File: src/rtl/pll_mult_pkg.sv
// rtl/pll_mult_pkg.sv - shared widths, product-width helper and tag type for the PLL multiplier
package pll_mult_pkg;

  // DSP48E1-sized operand widths and the full-precision product they produce
  localparam int DEF_WIDTH_A = 24;
  localparam int DEF_WIDTH_B = 18;
  localparam int DEF_WIDTH_P = 42;

  // Largest requester count the arbiter is sized for
  localparam int MAX_REQ = 8;

  // One-hot requester tag, wide enough for the largest configuration
  typedef logic [MAX_REQ-1:0] req_tag_t;

  // A signed a x b multiply needs a+b bits to hold every product, including (-2^(a-1))*(-2^(b-1))
  function automatic int prod_width(input int width_a, input int width_b);
    return width_a + width_b;
  endfunction

endpackage

File: src/rtl/rr_arbiter.sv
// rtl/rr_arbiter.sv - round-robin arbiter with a registered priority pointer
module rr_arbiter
  import pll_mult_pkg::*;
#(
  parameter int N_REQ = 4
) (
  input  logic             clk_i,
  input  logic             rst_ni,
  input  logic             enable_i,
  input  logic [N_REQ-1:0] req_i,
  output logic [N_REQ-1:0] gnt_o
);

  localparam int PTR_W = (N_REQ > 1) ? $clog2(N_REQ) : 1;

  typedef logic [PTR_W-1:0] ptr_t;

  ptr_t             ptr_q;
  ptr_t             ptr_next;
  logic [N_REQ-1:0] gnt;
  logic             found;

  // Pick the first request at or after the pointer, then wrap to the ones below it
  always_comb begin
    gnt      = '0;
    found    = 1'b0;
    ptr_next = ptr_q;
    for (int k = 0; k < N_REQ; k++) begin
      if (!found && req_i[k] && (k >= int'(ptr_q))) begin
        gnt[k]   = 1'b1;
        found    = 1'b1;
        ptr_next = (k == N_REQ - 1) ? '0 : ptr_t'(k + 1);
      end
    end
    for (int k = 0; k < N_REQ; k++) begin
      if (!found && req_i[k] && (k < int'(ptr_q))) begin
        gnt[k]   = 1'b1;
        found    = 1'b1;
        ptr_next = (k == N_REQ - 1) ? '0 : ptr_t'(k + 1);
      end
    end
    // No grants while disabled or held in reset, and the pointer then holds
    if (!enable_i || !rst_ni) begin
      gnt      = '0;
      ptr_next = ptr_q;
    end
  end

  assign gnt_o = gnt;

  // Move the pointer just past each winner so it drops to lowest priority
  always_ff @(posedge clk_i or negedge rst_ni) begin
    if (!rst_ni) begin
      ptr_q <= '0;
    end else begin
      ptr_q <= ptr_next;
    end
  end

endmodule

File: src/rtl/signed_mult_reg.sv
// rtl/signed_mult_reg.sv - registered full-precision signed multiplier, one-cycle latency
module signed_mult_reg #(
  parameter int WIDTH_A = 24,
  parameter int WIDTH_B = 18
) (
  input  logic                              clk_i,
  input  logic                              rst_ni,
  input  logic signed [WIDTH_A-1:0]         a_i,
  input  logic signed [WIDTH_B-1:0]         b_i,
  output logic signed [WIDTH_A+WIDTH_B-1:0] p_o
);

  logic signed [WIDTH_A+WIDTH_B-1:0] a_ext;
  logic signed [WIDTH_A+WIDTH_B-1:0] b_ext;

  // Sign-extend both operands to the product width so the multiply is exact
  assign a_ext = $signed({{WIDTH_B{a_i[WIDTH_A-1]}}, a_i});
  assign b_ext = $signed({{WIDTH_A{b_i[WIDTH_B-1]}}, b_i});

  // Register the product; no rounding or saturation
  always_ff @(posedge clk_i or negedge rst_ni) begin
    if (!rst_ni) begin
      p_o <= '0;
    end else begin
      p_o <= a_ext * b_ext;
    end
  end

endmodule

File: src/rtl/shared_multiplier_arbiter.sv
// rtl/shared_multiplier_arbiter.sv - one registered signed multiplier shared round-robin between requesters
module shared_multiplier_arbiter
  import pll_mult_pkg::*;
#(
  parameter int N_REQ   = 4,
  parameter int WIDTH_A = DEF_WIDTH_A,
  parameter int WIDTH_B = DEF_WIDTH_B
) (
  input  logic                               clk_i,
  input  logic                               rst_ni,
  input  logic                               enable_i,
  input  logic [N_REQ-1:0]                   req_valid_i,
  output logic [N_REQ-1:0]                   req_ready_o,
  input  logic [N_REQ*WIDTH_A-1:0]           a_i,
  input  logic [N_REQ*WIDTH_B-1:0]           b_i,
  output logic [N_REQ*(WIDTH_A+WIDTH_B)-1:0] res_o,
  output logic [N_REQ-1:0]                   res_valid_o,
  output logic                               busy_o
);

  localparam int WIDTH_P = prod_width(WIDTH_A, WIDTH_B);

  logic [N_REQ-1:0]          gnt;
  logic signed [WIDTH_A-1:0] sel_a;
  logic signed [WIDTH_B-1:0] sel_b;

  // Stage 1: captured operands, tag and valid
  logic signed [WIDTH_A-1:0] a_q;
  logic signed [WIDTH_B-1:0] b_q;
  logic [N_REQ-1:0]          tag1_q;
  logic                      v1_q;

  // Stage 2: product sits in the multiplier register, tag and valid ride alongside
  logic signed [WIDTH_P-1:0] prod;
  logic [N_REQ-1:0]          tag2_q;
  logic                      v2_q;

  rr_arbiter #(
    .N_REQ (N_REQ)
  ) u_arb (
    .clk_i    (clk_i),
    .rst_ni   (rst_ni),
    .enable_i (enable_i),
    .req_i    (req_valid_i),
    .gnt_o    (gnt)
  );

  // A grant is only ever issued to a valid requester, so ready doubles as the transfer strobe
  assign req_ready_o = gnt;

  // Steer the granted requester's operands towards stage 1; the grant is one-hot or zero
  always_comb begin
    sel_a = '0;
    sel_b = '0;
    for (int k = 0; k < N_REQ; k++) begin
      if (gnt[k]) begin
        sel_a = a_i[k*WIDTH_A +: WIDTH_A];
        sel_b = b_i[k*WIDTH_B +: WIDTH_B];
      end
    end
  end

  // Stage 1 captures the transfer; stage 2 delays tag and valid to match the multiplier
  always_ff @(posedge clk_i or negedge rst_ni) begin
    if (!rst_ni) begin
      a_q    <= '0;
      b_q    <= '0;
      tag1_q <= '0;
      v1_q   <= 1'b0;
      tag2_q <= '0;
      v2_q   <= 1'b0;
    end else begin
      a_q    <= sel_a;
      b_q    <= sel_b;
      tag1_q <= gnt;
      v1_q   <= |gnt;
      tag2_q <= tag1_q;
      v2_q   <= v1_q;
    end
  end

  signed_mult_reg #(
    .WIDTH_A (WIDTH_A),
    .WIDTH_B (WIDTH_B)
  ) u_mult (
    .clk_i  (clk_i),
    .rst_ni (rst_ni),
    .a_i    (a_q),
    .b_i    (b_q),
    .p_o    (prod)
  );

  // Stage 3 writes the product into the tagged requester's hold register and pulses its valid
  always_ff @(posedge clk_i or negedge rst_ni) begin
    if (!rst_ni) begin
      res_o       <= '0;
      res_valid_o <= '0;
    end else begin
      res_valid_o <= v2_q ? tag2_q : '0;
      for (int k = 0; k < N_REQ; k++) begin
        if (v2_q && tag2_q[k]) begin
          res_o[k*WIDTH_P +: WIDTH_P] <= prod;
        end
      end
    end
  end

  // Busy mirrors the stage 1/2/3 valid bits as they will stand after this edge
  always_ff @(posedge clk_i or negedge rst_ni) begin
    if (!rst_ni) begin
      busy_o <= 1'b0;
    end else begin
      busy_o <= (|gnt) | v1_q | v2_q;
    end
  end

endmodule

File: config.mk
export PLATFORM = sky130hd
export DESIGN_NAME = shared_multiplier_arbiter
export DESIGN_NICKNAME = d
export VERILOG_FILES = /design/src/rtl/pll_mult_pkg.sv /design/src/rtl/rr_arbiter.sv /design/src/rtl/signed_mult_reg.sv /design/src/rtl/shared_multiplier_arbiter.sv
export SDC_FILE = /design/constraint.sdc
export NUM_CORES = 2
export LEC_CHECK = 0
export ABC_AREA = 1
export CAP_MARGIN = 15
export CORE_UTILIZATION = 45
export DETAILED_ROUTE_END_ITERATION = 10
export PLACE_DENSITY = 0.7
export SLEW_MARGIN = 0
export SYNTH_ARGS = -nofsm -noshare
export SYNTH_HDL_FRONTEND = slang
export SYNTH_HIERARCHICAL = 1
export SYNTH_SLANG_ARGS = --single-unit
File: constraint.sdc
create_clock -name clk_i -period 5.7 [get_ports clk_i]
set_input_delay 0.855 -clock clk_i [delete_from_list [all_inputs] [get_ports clk_i]]
set_output_delay 0.855 -clock clk_i [all_outputs]
set_load 0.01 [all_outputs]
Yosys cells after proc, flatten, opt, wreduce, memory -nomap -nowiden
Index checks and enable logic that the tools add are counted.

word-level totals
  bits in registers = 269
  word-level logic and storage cells = 81
  input bits = 175

cells by class
  reductions and logical operators = 28
  bitwise gates (word level) = 3
  $lt $le $gt $ge = 6
  multiplexer cells = 29
  multiply operators = 1

operators by type and width
  cell                number
  $mux 24             4
  $mux 18             4
  $mul 24x18->42      1
  $logic_and 1x1->1   16
  $mux 2              7
  $mux 1              12
  $logic_not 1->1     8
  $mux 4              2
  $reduce_bool 7->1   1
  $ge 1x2->1 const A  2
  $lt 1x2->1 const A  2
  $reduce_or 4->1     1
  $ge 2x2->1 const A  1
  $lt 2x2->1 const A  1
  $or 1x1->1          2
  $reduce_and 2->1    1
  $logic_or 1x1->1    1
  $not 1->1           1

Logic depth before layout (Yosys ltp)
  depth after elaboration = 31
  depth in mapped cells = 29
  gate-level depth less buffers = 27

Cells and area by module
The synthesis kept the hierarchy.

modules (own cells, without submodules)
  module                     area an instance (µm²)  cells each  instances
  signed_mult_reg            17,868.4                2,319       1
  shared_multiplier_arbiter  9,210.1                 1,022       1
  rr_arbiter                 247.7                   45          1

Least setup slack after synthesis
Ideal clock, no wire load.

  path type = register to register
  start = register a_q[23]
  end = register u_mult.p_o[40]
  slack = 0.025 ns
  arrival = 5.558 ns
  period minus slack after synthesis = 5.675 ns
  data required time = 5.583 ns
  cell stages (with the launch flop) = 23
  cell sequence = dfrtp_1 -> clkbuf_1 -> clkbuf_1 -> nand2_1 -> fa_1 -> inv_1 -> fa_1 -> inv_1 -> fa_1 -> inv_1 -> fa_1 -> inv_1 -> fa_1 -> inv_1 -> fa_1 -> ha_1 -> inv_1 -> nor3_1 -> nand3_1 -> nor2_1 -> nand3_1 -> nand4_1 -> nand2_1

on the way
  cells in the longest elaborated chain, start to end = 1

RTL lines
  item                    RTL line                         RTL
  start, declared         shared_multiplier_arbiter.sv:28  logic signed [WIDTH_A-1:0] a_q;
  start signal, assigned  shared_multiplier_arbiter.sv:73  a_q <= sel_a;
  $mul 24x18->42          signed_mult_reg.sv:25            p_o <= a_ext * b_ext;
  end signal, assigned    signed_mult_reg.sv:25
  end, declared           signed_mult_reg.sv:10            output logic signed [WIDTH_A+WIDTH_B-1:0] p_o

Every way passes these cells.
A chain may end at the register's enable or synchronous reset.

Worst setup path after layout
  start = register b_q[3]
  end = register u_mult.p_o[41]

on the way
  cells in the longest elaborated chain, start to end = 1

RTL lines
  item                    RTL line                         RTL
  start, declared         shared_multiplier_arbiter.sv:29  logic signed [WIDTH_B-1:0] b_q;
  start signal, assigned  shared_multiplier_arbiter.sv:74  b_q <= sel_b;
  $mul 24x18->42          signed_mult_reg.sv:25

Every way passes these cells.

==> flow_summary.toml <==
[grt]
grt_pass1_vias = 22904
antenna_found_initial = 0
grtUsageMet2_pct = 39.4
grtUsageTotal_pct = 23.9
grt_pass1_wl_um = 118000
overflow = 0
grt_max_degree = 153
use_met1_pct = 32.4
grt_use_met3_pct = 3.49
grt_most_used_layer = "met2"

[route]
drc = 0
drtIter0Drc = 1383
wl_um = 71700
wl_per_cell_um = 15.7
viasPerCell = 4.82
ant_nets = 0
drtPass1Iterations = 5
num_vias = 22004

[placement]
dpl.hpwl_um = 58000
portBuffers = 351
placed_cells = 4507
place.gp.congestion = 0.932

[logic_synthesis]
synth_seq_area_share_pct = 24.6
synthFlopType = "dfrtp_1"
syn_avg_cell_area_um2 = 8.07
ys_types = 37
synthArstFlopShare_pct = 100
yosys_warnings = 6
yosys.area.top_type_share_pct = 31.1
synth_edf_count = 0
ys_ff_latch = 269
yosys.area.top_type = "fa_1"
netlist_instances = 3386
syn-cell-area_mm2 = 0.0273
syn_nets = 4091
synthTopCellsByArea = "fa_1, dfrtp_1, nand2_1"

[clock_network]
clkTransAtPathRegs_ps = 60
root_buffer = "clkbuf_16"
clock_sinks = 269
cts_tree = "yes"
insertion_delay_ps = 580
cts_hold_buf = 0
clock_path_buffers = 3
cts-buffers-inserted = 29
cts_htree_levels = 1

[sta]
finalCritPeriodShare_pct = 96.6
fin_tns_setup_ps = 0
rsz0062_at_grt = "true"
max_freq_mhz = 182
slew_viol_final = 0
min_period_ps = 5510
worstMarginPinSlew_ps = 1050
hold_viol = 0
hold-worst-slack_ps = 203
fin_worst_skew_ps = 21.3
setup_viol = 0
relSlewSlack_pct = 30.0

[run]
maxCapViolations = 0

[final_layout]
final_common_cell = "nand2_1"
synthToLayoutAreaGrowth_pct = 23.4
final_cell_mix = "nand2_1, inv_1, fa_1, clkdlybuf4s50_1, dfrtp_1"
fin_cells = 4568
final_nets = 4477
drive_above_1_share_pct = 9.36

[critical_path]
worstSetupEndpointType = "flip-flop"
worstPathArrival_ps = 5980
criticalPathCategory = "flip-flop to flip-flop"
ff2ff_path_depth = 22
worst_ep_required_time_ps = 6170
startpoint_type = "flip-flop"
critPathMaxFanout = 6

[floorplan]
initial_core_util_pct = 46.0
dieWidth_um = 248
die_area_mm2 = 0.0617
rows = 89
num_io_pins = 352
die_y_um = 248
core_area_mm2 = 0.0595

[power]
peakVddDrop_uv = 195
leakage_uw = 0.0180
power_density_mw_per_mm2 = 306

[min_path]
hold_path_class = "primary input to async pin"

[status]
status = "completed"
[power breakdown]
group | switching (uW) | internal [uW]
Clock | 794 | 1090
Combinational | 3020 | 2520
Sequential | 391 | 2500
[worst max-delay path, cell delays in order (launching register included)]
cell and delay (ps):
dfrtp_2 450, buf_4 170, nand2_1 60, inv_1 60, fa_1 540, inv_1 60, fa_1 520, inv_1 50
fa_1 500, inv_1 70, fa_1 560, fa_1 430, fa_1 500, inv_1 50, ha_2 370, nand2_1 100
nor2_2 160, inv_1 110, nor2_2 170, nand3_2 130, nand3b_1 210, nand4_1 100, nand2_1 50
[Yosys cell counts, types with 2 or more instances]
| master | instances |
|---|---|
| nand4_1 | 10 |
| fa_1 | 425 |
| buf_6 | 24 |
| o21ai_1 | 151 |
| ha_1 | 105 |
| o21ai_2 | 14 |
| a21oi_2 | 2 |
| nor3_2 | 4 |
| buf_1 | 3 |
| nand2_2 | 18 |
| buf_4 | 2 |
| nor2_1 | 169 |
| nor3_1 | 2 |
| o21ai_0 | 11 |
| inv_2 | 4 |
| clkbuf_1 | 100 |
| a21oi_1 | 71 |
| buf_2 | 23 |
| nand3_2 | 2 |
| nand2_1 | 1012 |
| nand3_1 | 85 |
| or2_2 | 6 |
| xor2_1 | 19 |
| o21bai_1 | 11 |
| inv_1 | 820 |
| nand3b_1 | 5 |
| o21a_1 | 2 |
| nor2_2 | 6 |
| dfrtp_1 | 269 |
| xnor2_1 | 4 |
[what timing repair did]
action,in CTS,in global routing
gates cloned,0,0
pin swaps,0,8
gates resized for setup,8,90
buffers inserted,0,7
endpoints found under the hold margin,0,0
setup endpoints to repair,2,26
[logic make-up (layout without fill, tap and decap cells)]
logic type	Yosys count	after routing	synth area share [%]
AND/OR/NAND/NOR	1323	1323	19.2
AO/OA/AOI/OAI	264	264	5.23
buffers and inverters	977	1385	14.2
XOR/XNOR	23	23	0.737
adder cells (fa/ha/maj)	530	530	35.9
flip-flops	269	269	24.6
other	0	1	0
[worst paths after layout]
check	from	end	slack, ps
hold reg to reg	tag1_q[3]$_DFF_PN0_	tag2_q[3]$_DFF_PN0_	350
min in group clk_i	tag1_q[3]$_DFF_PN0_	tag2_q[3]$_DFF_PN0_	350
hold / removal	rst_ni	res_o[90]$_DFFE_PN0P_	200
setup reg to reg	b_q[3]$_DFF_PN0_	u_mult/p_o[41]$_DFF_PN0_	190
setup / recovery	b_q[3]$_DFF_PN0_	u_mult/p_o[41]$_DFF_PN0_	190
max in group asynchronous	rst_ni	b_q[3]$_DFF_PN0_	4210
[per-layer routing]
metal | share of wire, % | up-vias
met5 | 0 | -
met4 | 3.2 | 0
met3 | 6.6 | 137
met2 | 46 | 811
met1 | 44 | 10524
li1 | - | 10532
[metrics by stage]
step	area [um^2]	power [uW]	utilization [%]	worst slack [ps]
after global routing	33700	11100	56.7	-57.8
after CTS	33400	10200	56.1	8.51
after global placement	32400	8150	54.5	-177
final	33700	10300	56.7	191
after detailed placement	32400	8260	54.5	-190
after floorplan	27300	5770	-	24.8
[area by class of cell]
| type | count | area (um^2) |
|---|---|---|
| multi-input cells | 2140 | 17100 |
| clock buffers | 39 | 813 |
| fillers | 5398 | 25700 |
| flip-flops and latches | 269 | 6760 |
| well taps | 773 | 967 |
| repair buffers | 507 | 4900 |
| diodes | 1 | 2.50 |
| inverters | 825 | 3100 |
| clock inverters | 14 | 141 |
[sequential cells by signal, summed over array words and instances, names as in the netlist]
| register | cells |
|---|---|
| res_o | 168 |
| busy_o | 1 |
| b_q | 18 |
| tag2_q | 4 |
| v1_q | 1 |
| v2_q | 1 |
| u_arb/ptr_q | 2 |
| u_mult/p_o | 42 |
| a_q | 24 |
| res_valid_o | 4 |
| tag1_q | 4 |
(Power assumes the default switching activity.)
